--- src/rtl/vc_output_arbiter.sv ---
`default_nettype none
// ============================================================================
// Module   : vc_output_arbiter
// Purpose  : Per-output-port allocator and switch for the virtual-channel
//            router. Round-robin arbitration among input VCs whose header is
//            routed to this output. The grant is held for the whole packet,
//            and the winner's flits are muxed onto the output link. The grant
//            is released on the tail flit.
// Config   : VC_ARB_TIMEOUT_EN - when defined, a TIMEOUT_W-bit watchdog
//            force-releases a grant whose VC stops delivering flits.
// Ports    : clk_i, rst_ni (async active-low)
//            req_i        - per-VC request (header routed here)
//            flit_i       - packed VC flits, VC i at [i*FLIT_W +: FLIT_W]
//            flit_vld_i   - per-VC flit valid
//            out_rdy_i    - downstream buffer not full
//            chan_alloc_o - one-hot grant, held for the whole packet
//            chan_rdy_o   - grant qualified by out_rdy_i
//            out_flit_o   - granted VC's flit (0 when no grant)
//            out_vld_o    - granted VC's flit valid
//            grant_idx_o  - index of granted VC (valid while busy_o)
//            busy_o       - grant held
//            timeout_o    - one-cycle watchdog release pulse
// Revision : 1.0 - initial release
// ============================================================================

`ifndef HEADER_ID
`define HEADER_ID 2'b01
`endif
`ifndef TAIL_ID
`define TAIL_ID 2'b11
`endif

module vc_output_arbiter #(
    parameter int IN_N        = 5,
    parameter int IDX_W       = 3,
    parameter int FLIT_DATA_W = 8,
    parameter int FLIT_ID_W   = 2,
    parameter int TIMEOUT_W   = 8
) (
    input  logic                                          clk_i,
    input  logic                                          rst_ni,
    input  logic [IN_N-1:0]                               req_i,
    input  logic [IN_N*(FLIT_DATA_W+FLIT_ID_W)-1:0]       flit_i,
    input  logic [IN_N-1:0]                               flit_vld_i,
    input  logic                                          out_rdy_i,
    output logic [IN_N-1:0]                               chan_alloc_o,
    output logic [IN_N-1:0]                               chan_rdy_o,
    output logic [FLIT_DATA_W+FLIT_ID_W-1:0]              out_flit_o,
    output logic                                          out_vld_o,
    output logic [IDX_W-1:0]                              grant_idx_o,
    output logic                                          busy_o,
    output logic                                          timeout_o
);

    localparam int FLIT_W = FLIT_DATA_W + FLIT_ID_W;

    typedef enum logic [0:0] {
        ST_IDLE = 1'b0,
        ST_BUSY = 1'b1
    } state_t;

    state_t            state_q, state_d;
    logic [IN_N-1:0]   alloc_q, alloc_d;
    logic [IDX_W-1:0]  gidx_q,  gidx_d;
    logic [IDX_W-1:0]  ptr_q,   ptr_d;

    // Unpack the flat flit bus so the switch is a plain array select.
    logic [FLIT_W-1:0] flit_arr [IN_N];

    generate
        for (genvar gi = 0; gi < IN_N; gi++) begin : g_unpack
            assign flit_arr[gi] = flit_i[gi*FLIT_W +: FLIT_W];
        end
    endgenerate

    logic              busy;
    logic [FLIT_W-1:0] flit_g;
    logic              vld_g;
    logic              is_tail;
    logic              expire;
    logic [IDX_W-1:0]  ptr_after_g;

    assign busy    = (state_q == ST_BUSY);
    assign flit_g  = flit_arr[gidx_q];
    assign vld_g   = flit_vld_i[gidx_q];
    assign is_tail = busy && vld_g &&
                     (flit_g[FLIT_W-1 -: FLIT_ID_W] == FLIT_ID_W'(`TAIL_ID));

    // After a release the search starts one past the VC just served.
    assign ptr_after_g = (gidx_q == IDX_W'(IN_N - 1)) ? '0 : gidx_q + 1'b1;

    // ------------------------------------------------------------------
    // Round-robin winner: first requester at ptr, ptr+1, ... wrapping.
    // The candidate is kept one bit wider than the index so the wrap
    // subtraction cannot overflow.
    // ------------------------------------------------------------------
    logic [IDX_W-1:0] win_idx;
    logic             win_found;
    logic [IDX_W:0]   cand;

    always_comb begin
        win_idx   = '0;
        win_found = 1'b0;
        cand      = '0;
        for (int k = 0; k < IN_N; k++) begin
            cand = {1'b0, ptr_q} + (IDX_W+1)'(k);
            if (cand >= (IDX_W+1)'(IN_N)) begin
                cand = cand - (IDX_W+1)'(IN_N);
            end
            if (!win_found && req_i[cand[IDX_W-1:0]]) begin
                win_found = 1'b1;
                win_idx   = cand[IDX_W-1:0];
            end
        end
    end

    // ------------------------------------------------------------------
    // Watchdog
    // ------------------------------------------------------------------
`ifdef VC_ARB_TIMEOUT_EN
    logic [TIMEOUT_W-1:0] cnt_q, cnt_d;

    // A flit in the same cycle the counter is full rescues the grant.
    assign expire = busy && (&cnt_q) && !vld_g;

    always_comb begin
        cnt_d = cnt_q;
        if (!busy || vld_g) begin
            cnt_d = '0;
        end else if (!(&cnt_q)) begin
            cnt_d = cnt_q + 1'b1;
        end
    end

    always_ff @(posedge clk_i or negedge rst_ni) begin
        if (!rst_ni) begin
            cnt_q <= '0;
        end else begin
            cnt_q <= cnt_d;
        end
    end

    assign timeout_o = expire;
`else
    assign expire    = 1'b0;
    assign timeout_o = 1'b0;
`endif

    // ------------------------------------------------------------------
    // Allocation FSM
    // ------------------------------------------------------------------
    always_comb begin
        state_d = state_q;
        alloc_d = alloc_q;
        gidx_d  = gidx_q;
        ptr_d   = ptr_q;
        case (state_q)
            ST_IDLE: begin
                if (win_found) begin
                    alloc_d = {{(IN_N-1){1'b0}}, 1'b1} << win_idx;
                    gidx_d  = win_idx;
                    state_d = ST_BUSY;
                end
            end
            ST_BUSY: begin
                // Release goes through IDLE, so new requests always see
                // one bubble cycle before the next grant.
                if (is_tail || expire) begin
                    alloc_d = '0;
                    ptr_d   = ptr_after_g;
                    state_d = ST_IDLE;
                end
            end
            default: begin
                state_d = ST_IDLE;
                alloc_d = '0;
            end
        endcase
    end

    always_ff @(posedge clk_i or negedge rst_ni) begin
        if (!rst_ni) begin
            state_q <= ST_IDLE;
            alloc_q <= '0;
            gidx_q  <= '0;
            ptr_q   <= '0;
        end else begin
            state_q <= state_d;
            alloc_q <= alloc_d;
            gidx_q  <= gidx_d;
            ptr_q   <= ptr_d;
        end
    end

    // ------------------------------------------------------------------
    // Switch: zero-latency path from the registered grant
    // ------------------------------------------------------------------
    assign chan_alloc_o = alloc_q;
    assign chan_rdy_o   = alloc_q & {IN_N{out_rdy_i}};
    assign out_flit_o   = busy ? flit_g : '0;
    assign out_vld_o    = busy & vld_g;
    assign grant_idx_o  = gidx_q;
    assign busy_o       = busy;

endmodule

`default_nettype wire
--- config.mk ---
export PLATFORM = sky130hd
export DESIGN_NAME = vc_output_arbiter
export DESIGN_NICKNAME = d
export VERILOG_FILES = /design/src/rtl/vc_output_arbiter.sv
export SDC_FILE = /design/constraint.sdc
export NUM_CORES = 1
export LEC_CHECK = 0
export ABC_AREA = 1
export CAP_MARGIN = 20
export CORE_UTILIZATION = 45
export CTS_BUF_LIST = sky130_fd_sc_hd__clkbuf_8
export DETAILED_ROUTE_END_ITERATION = 8
export DONT_BUFFER_PORTS = 1
export PLACE_DENSITY_LB_ADDON = 0.08
export SLEW_MARGIN = 20
export SYNTH_ARGS = -nofsm -noshare
export SYNTH_HDL_FRONTEND = slang
export SYNTH_SLANG_ARGS = --single-unit
--- constraint.sdc ---
create_clock -name clk_i -period 2.4 [get_ports clk_i]
set_input_delay 0.36 -clock clk_i [delete_from_list [all_inputs] [get_ports clk_i]]
set_output_delay 0.36 -clock clk_i [all_outputs]
set_load 0.05 [all_outputs]
==> results of run 1 <==
what timing repair did:
action	4_1_cts	5_1_grt
resized for setup	25	32
setup buffers	5	3
pin swaps	16	20
hold buffers	1	0
setup endpoints to repair	8	11
endpoints found under the hold margin	12	0
worst register-to-register path: stages, from the launching register on:
cell,delay [ns]
dfrtp_2,0.42
inv_4,0.07
ha_4,0.14
inv_2,0.04
fa_2,0.37
clkinv_4,0.11
nand3_4,0.10
nand2_4,0.10
nand2_2,0.05
nand3_2,0.07
nand3_2,0.08
nand2_2,0.09
nand3_4,0.08
nor2_4,0.20
a21oi_4,0.12
nor2_4,0.17
nand2_1,0.08
o21ai_2,0.07
worst min-delay path by stage:
stage | from | to | slack [ns]
detailed placement | rst_ni | chan_alloc_o[1] | 0.06
floorplan | rst_ni | busy_o | 0.06
CTS | flit_i[48] | ptr_q[2] | 0.45
global route | flit_i[48] | ptr_q[2] | 0.49
global placement | rst_ni | chan_alloc_o[0] | 0.06
finish | flit_i[48] | ptr_q[2] | 0.46
cell type report:
type                       instances  area share
sequential                        12      0.1118
inverter                          53     0.07823
multi-input combinational        285      0.6452
clock buffer                       4     0.02025
timing repair buffer              39      0.1206
tap                               52     0.02393
through the flow:
| stage | instance area [um^2] | setup TNS (ns) | setup slack, ns |
|---|---|---|---|
| 2_1_floorplan | 2102 | -0.001293 | -0.001293 |
| 3_3_place_gp | 2365 | -0.2709 | -0.07868 |
| 3_5_place_dp | 2365 | -0.5414 | -0.09751 |
| 4_1_cts | 2575 | -0.009693 | -0.009306 |
| 5_1_grt | 2719 | -1.456 | -0.2084 |
| 6_report | 2719 | -0.1281 | -0.03981 |
cells in the final DEF, fill, tap and decap left out, drive strengths merged:
cell         count
a21oi           13
a221o            1
a31o             1
a31oi            1
buf             38
clkbuf           4
clkinv           1
clkinvlp         1
conb             1
dfrtp           12
dlygate4sd3      1
fa               1
ha              10
inv             51
nand2          104
nand3           46
nand4            6
nor2            35
nor3             1
o211ai           2
o21ai           50
o22ai           10
o31ai            2
xor2             1
logic make-up after synthesis:
kind of cell	Yosys count	share of synthesized area
fa+ha+maj	11	0.06975
simple gates	192	0.4402
buf+inv	64	0.1209
flops	12	0.1443
xor+xnor	1	0.004210
compound gates	80	0.2189
other cells	1	0.001802
registers in the layout, indices dropped and copies added, names as in the netlist:
signal        cells
ptr_q             3
chan_alloc_o      5
grant_idx_o       3
busy_o            1
layer usage:
metal  up-vias  track usage
met1      1106       0.3149
met4         0      0.04444
met5         -            0
met2       100       0.4455
met3        10      0.02742
li1       1250            -
==> impl_metrics.py, run 1 <==
metrics = {
    "clocking": {
        "path_clk_slew_ns": 0.06,
        "cts_sinks": 12,
        "clkLatencyLatePin_ns": 0.24,
        "root_buffer": "clkbuf_8",
        "cts_max_level": 1,
        "clk_path_buf_depth": 2,
        "cts_tree": "built",
        "cts_buffers": 3,
    },
    "floorplan": {
        "boundaryPins": 89,
        "start_util": 0.4714,
        "die_x_um": 70,
        "die_h_um": 70,
        "coreArea_um2": 4414,
        "num_rows": 24,
        "dieArea_um2": 4900,
    },
    "critical_path": {
        "r2r_setup_slack_ns": -0.04,
        "cp_top_family": "simple AND/OR/NAND/NOR gates",
        "worst-path-buf-inv": 3,
        "critPathMaxFanout": 7,
        "slowest_stage": "dfrtp_2",
        "crit_cells": 17,
        "crit_type": "reg2reg",
        "crit_path_end_kind": "flip-flop",
        "start_kind": "flip-flop",
        "crit_required_ns": 2.57,
        "cp_cell_sequence": "inv_4, ha_4, inv_2, fa_2, clkinv_4, nand3_4, nand2_4, nand2_2, nand3_2, nand3_2, nand2_2, nand3_4, nor2_4, a21oi_4, nor2_4, nand2_1, o21ai_2",
        "r2r_end": "chan_alloc_o[1]",
        "crit_end": "chan_alloc_o[1]",
        "crit_start": "ptr_q[0]",
        "arrival_ns": 2.61,
        "critPathMaxStageDelay_ns": 0.42,
        "r2r_cells": 17,
        "r2r_start": "ptr_q[0]",
    },
    "synthesis": {
        "synth_cells": 361,
        "synth_edf_count": 0,
        "synth_top_area_cell": "nand2_1",
        "synthArstFlopShare": 1.000,
        "syn_avg_cell_area_um2": 5.764,
        "synth_top_area_share": 0.1606,
        "yosysMostFrequentCell": "nand2_1",
        "syn-cell-area_um2": 2081,
        "synth_cell_type_count": 34,
        "synth_common_cells": "nand2_1 (89), inv_1 (48), o21ai_0 (42)",
        "ys_ff_latch": 12,
        "ys_seq_area_frac": 0.1443,
        "synth_nets": 435,
        "synth_ff_type": "dfrtp_1",
        "synthTopCellsByArea": "nand2_1 (16%), dfrtp_1 (14%), o21ai_0 (10%), nand3_1 (9.4%), inv_1 (8.7%)",
        "synth-warning-count": 0,
    },
    "sta": {
        "worstMarginPinSlew_ns": 0.5582,
        "slew_headroom": 0.6266,
        "rsz0062_at_grt": "yes",
        "drv_slew": 0,
        "period_minus_slack_ns": 2.440,
        "setup_violations": 5,
        "hold_viol": 0,
        "period_share": 1.017,
        "fmax_ghz": 0.4099,
        "worst_slack_ns": -0.03981,
        "fin_skew_ns": 0.002262,
        "whs_ns": 0.4574,
    },
    "global_route": {
        "antenna_found_initial": 0,
        "grt_use_total": 0.2459,
        "grt_pass1_vias": 2232,
        "grt_max_degree": 25,
        "grt_first_pass_wirelength_um": 9901,
        "overflow": 0,
    },
    "status": {
        "outcome": "complete, but fails checks",
        "violations": "setup timing",
    },
    "final_layout": {
        "antenna_cells": 0,
        "ff_latch_area_um2": 304.0,
        "multi_input_area_um2": 1754,
        "finalNetCount": 468,
        "syn2layout_area_growth_pct": 30.67,
        "n_fill_cell": 423,
        "utilization": 0.6159,
        "fin_cells": 445,
        "layout-drive-gt1-share": 0.3232,
    },
    "detailed_routing": {
        "num_vias": 2466,
        "drt-vias-per-instance": 5.542,
        "wl_met1_um": 2718,
        "routed_wl_um": 6257,
        "met2_length_um": 3059,
        "drc": 0,
        "firstDrtPassIters": 4,
        "drt-initial-drc-count": 112,
        "wl_per_cell_um": 14.06,
        "dr_wl_met3_um": 377,
        "routed.top_layer": "met4",
        "detail-route-antenna-nets": 0,
    },
    "placement": {
        "hpwl_um": 4835,
        "io_buffers": 0,
        "placedCellCount": 432,
        "gp_congestion": 0.8991,
    },
    "worst_hold_path": {
        "hold_path.class": "in2reg",
        "whs_path_depth": 4,
    },
    "flow_run": {
        "drv_cap": 0,
    },
}
Power of run 1 is left out: the tool's default activity adds up to more than one toggle a clock period on the data nets, which glitch-free logic cannot reach.
==> inputs of run 2 (changes only) <==
--- a/config.mk
+++ b/config.mk
@@ -6,11 +6,13 @@
 export NUM_CORES = 1
 export LEC_CHECK = 0
 export ABC_AREA = 1
+export ABC_CLOCK_PERIOD_IN_PS = 2050
 export CAP_MARGIN = 20
 export CORE_UTILIZATION = 45
 export CTS_BUF_LIST = sky130_fd_sc_hd__clkbuf_8
 export DETAILED_ROUTE_END_ITERATION = 8
 export DONT_BUFFER_PORTS = 1
+export GPL_TIMING_DRIVEN = 0
 export PLACE_DENSITY_LB_ADDON = 0.08
 export SLEW_MARGIN = 20
 export SYNTH_ARGS = -nofsm -noshare
==> constraint.sdc (replaced) <==
create_clock -name clk_i -period 2.05 [get_ports clk_i]
set_input_delay 0.3075 -clock clk_i [delete_from_list [all_inputs] [get_ports clk_i]]
set_output_delay 0.3075 -clock clk_i [all_outputs]
set_load 0.05 [all_outputs]
==> impl_metrics.py, run 2 (synthesis gave the netlist of run 1 again) <==
metrics = {
    "placement": {
        "io_buffers": 0,
        "dp_slack_ns": -0.6009,
        "placed_cell_area_um2": 2192,
        "gp_congestion": 0.8799,
        "hpwl_um": 4619,
    },
    "clocking": {
        "cts_sinks": 12,
        "path_clk_slew_ns": 0.05,
        "clk_path_buf_depth": 2,
        "clkLatencyLatePin_ns": 0.24,
        "root_buffer": "clkbuf_8",
        "cts_max_level": 1,
        "cts_buffers": 3,
        "cts_tree": "built",
    },
    "final_layout": {
        "layout-drive-gt1-share": 0.4334,
        "antenna_cells": 0,
        "largest_reg_flops": 5,
        "finalNetCount": 458,
        "final_cell_mix": "nand2_1 (78), inv_1 (31), nand3_1 (31)",
        "n_fill_cell": 378,
        "final_common_cell": "nand2_1",
        "multi_input_area_um2": 1929,
        "syn2layout_area_growth_pct": 38.06,
        "fin_area_um2": 2873,
        "ff_latch_area_um2": 314.1,
    },
    "detailed_routing": {
        "drt-initial-drc-count": 117,
        "wl_per_cell_um": 14.46,
        "num_vias": 2437,
        "detail-route-antenna-nets": 0,
        "firstDrtPassIters": 4,
        "routed_wl_um": 6291,
        "drc": 0,
        "drt-vias-per-instance": 5.602,
    },
    "critical_path": {
        "cp_cell_sequence": "inv_6, ha_4, inv_2, fa_2, clkinv_4, nand3_2, nand2_1, nand2_1, nand3_1, nand3_2, nand2_2, nand3_4, nor2_4, a21oi_4, nor2_4, nand2_1, o21ai_1",
        "crit_path_end_kind": "flip-flop",
        "crit_type": "reg2reg",
        "critPathMaxStageDelay_ns": 0.43,
        "critPathMaxFanout": 6,
        "start_kind": "flip-flop",
        "crit_top_cell": "nand2_1",
        "slowest_stage": "dfrtp_2",
        "arrival_ns": 2.59,
        "crit_required_ns": 2.22,
        "r2r_setup_slack_ns": -0.37,
    },
    "floorplan": {
        "coreArea_um2": 4414,
        "die_x_um": 70,
        "num_rows": 24,
        "die_h_um": 70,
        "boundaryPins": 89,
        "dieArea_um2": 4900,
        "start_util": 0.4714,
    },
    "global_route": {
        "grt_use_total": 0.2551,
        "grt_pass1_vias": 2225,
        "grt_max_degree": 13,
        "antenna_found_initial": 0,
        "overflow": 0,
        "grt_first_pass_wirelength_um": 10270,
    },
    "sta": {
        "period_share": 1.181,
        "setup_violations": 18,
        "tns_ns": -3.542,
        "worstMarginPinSlew_ns": 0.5333,
        "fin_skew_ns": 0.0007266,
        "drv_slew": 0,
        "hold_viol": 0,
        "fmax_ghz": 0.4130,
        "slew_headroom": 0.6433,
        "worst_slack_ns": -0.3710,
        "rsz0062_at_grt": "yes",
        "period_minus_slack_ns": 2.421,
        "whs_ns": 0.4837,
    },
    "status": {
        "violations": "setup timing",
        "outcome": "complete, but fails checks",
    },
    "worst_hold_path": {
        "hold_path.class": "in2async",
    },
    "flow_run": {
        "drv_cap": 0,
    },
}
==> run 2: changes by cell type in the layout (fill, tap and decap cells not counted), sizes merged <==
cell	change
buf	-13
clkbuf	+3
clkinvlp	-1
inv	+1
==> run 2: routing by layer <==
layer	vias up	routed length (um)	GRT usage
met4	0	50	0.04222
met2	92	3118	0.4562
met5	-	0	0
met3	4	394	0.03752
li1	1236	-	-
met1	1105	2727	0.3277
==> run 2: what timing repair did <==
| action | 4_1_cts | 5_1_grt |
|---|---|---|
| setup endpoints to repair | 23 | 22 |
| setup buffers | 13 | 4 |
| pin swaps | 40 | 23 |
| cloned | 1 | 0 |
| gates resized for setup | 90 | 74 |
| hold buffers | 1 | 0 |
| hold endpoints to repair | 12 | 0 |
==> run 2: worst paths after layout <==
path	start	end	cells after the start
worst max-delay path	ptr_q[0]	chan_alloc_o[2]	17
worst min-delay path	rst_ni	chan_alloc_o[2]	1
worst max register to register	ptr_q[0]	chan_alloc_o[2]	17
worst min register to register	ptr_q[2]	ptr_q[2]	2
max in group asynchronous	rst_ni	grant_idx_o[1]	1
min in group clk_i	req_i[4]	chan_alloc_o[0]	7
==> run 2: final cells by class <==
type | instances | share of cell area
clock buffers | 4 | 0.01916
well taps | 52 | 0.02265
inverters | 53 | 0.08057
repair buffers | 18 | 0.05314
multi-input cells | 285 | 0.6716
plain buffers | 11 | 0.04355
flip-flops and latches | 12 | 0.1093
==> run 2: critical path: cells and delay by family, from the launching register on <==
family          cells  cell delay, ns
simple gates       10            0.98
fa+ha+maj           2            0.50
flops               1            0.43
buf+inv             3            0.20
compound gates      2            0.20
==> run 2: per-stage QoR <==
stage | utilization | instances
after floorplan | - | 361
after global placement | 0.4966 | 413
after detailed placement | 0.4966 | 413
after CTS | 0.5967 | 432
after global routing | 0.6508 | 435
final | 0.6508 | 435
Power of run 2 is left out for the same reason.
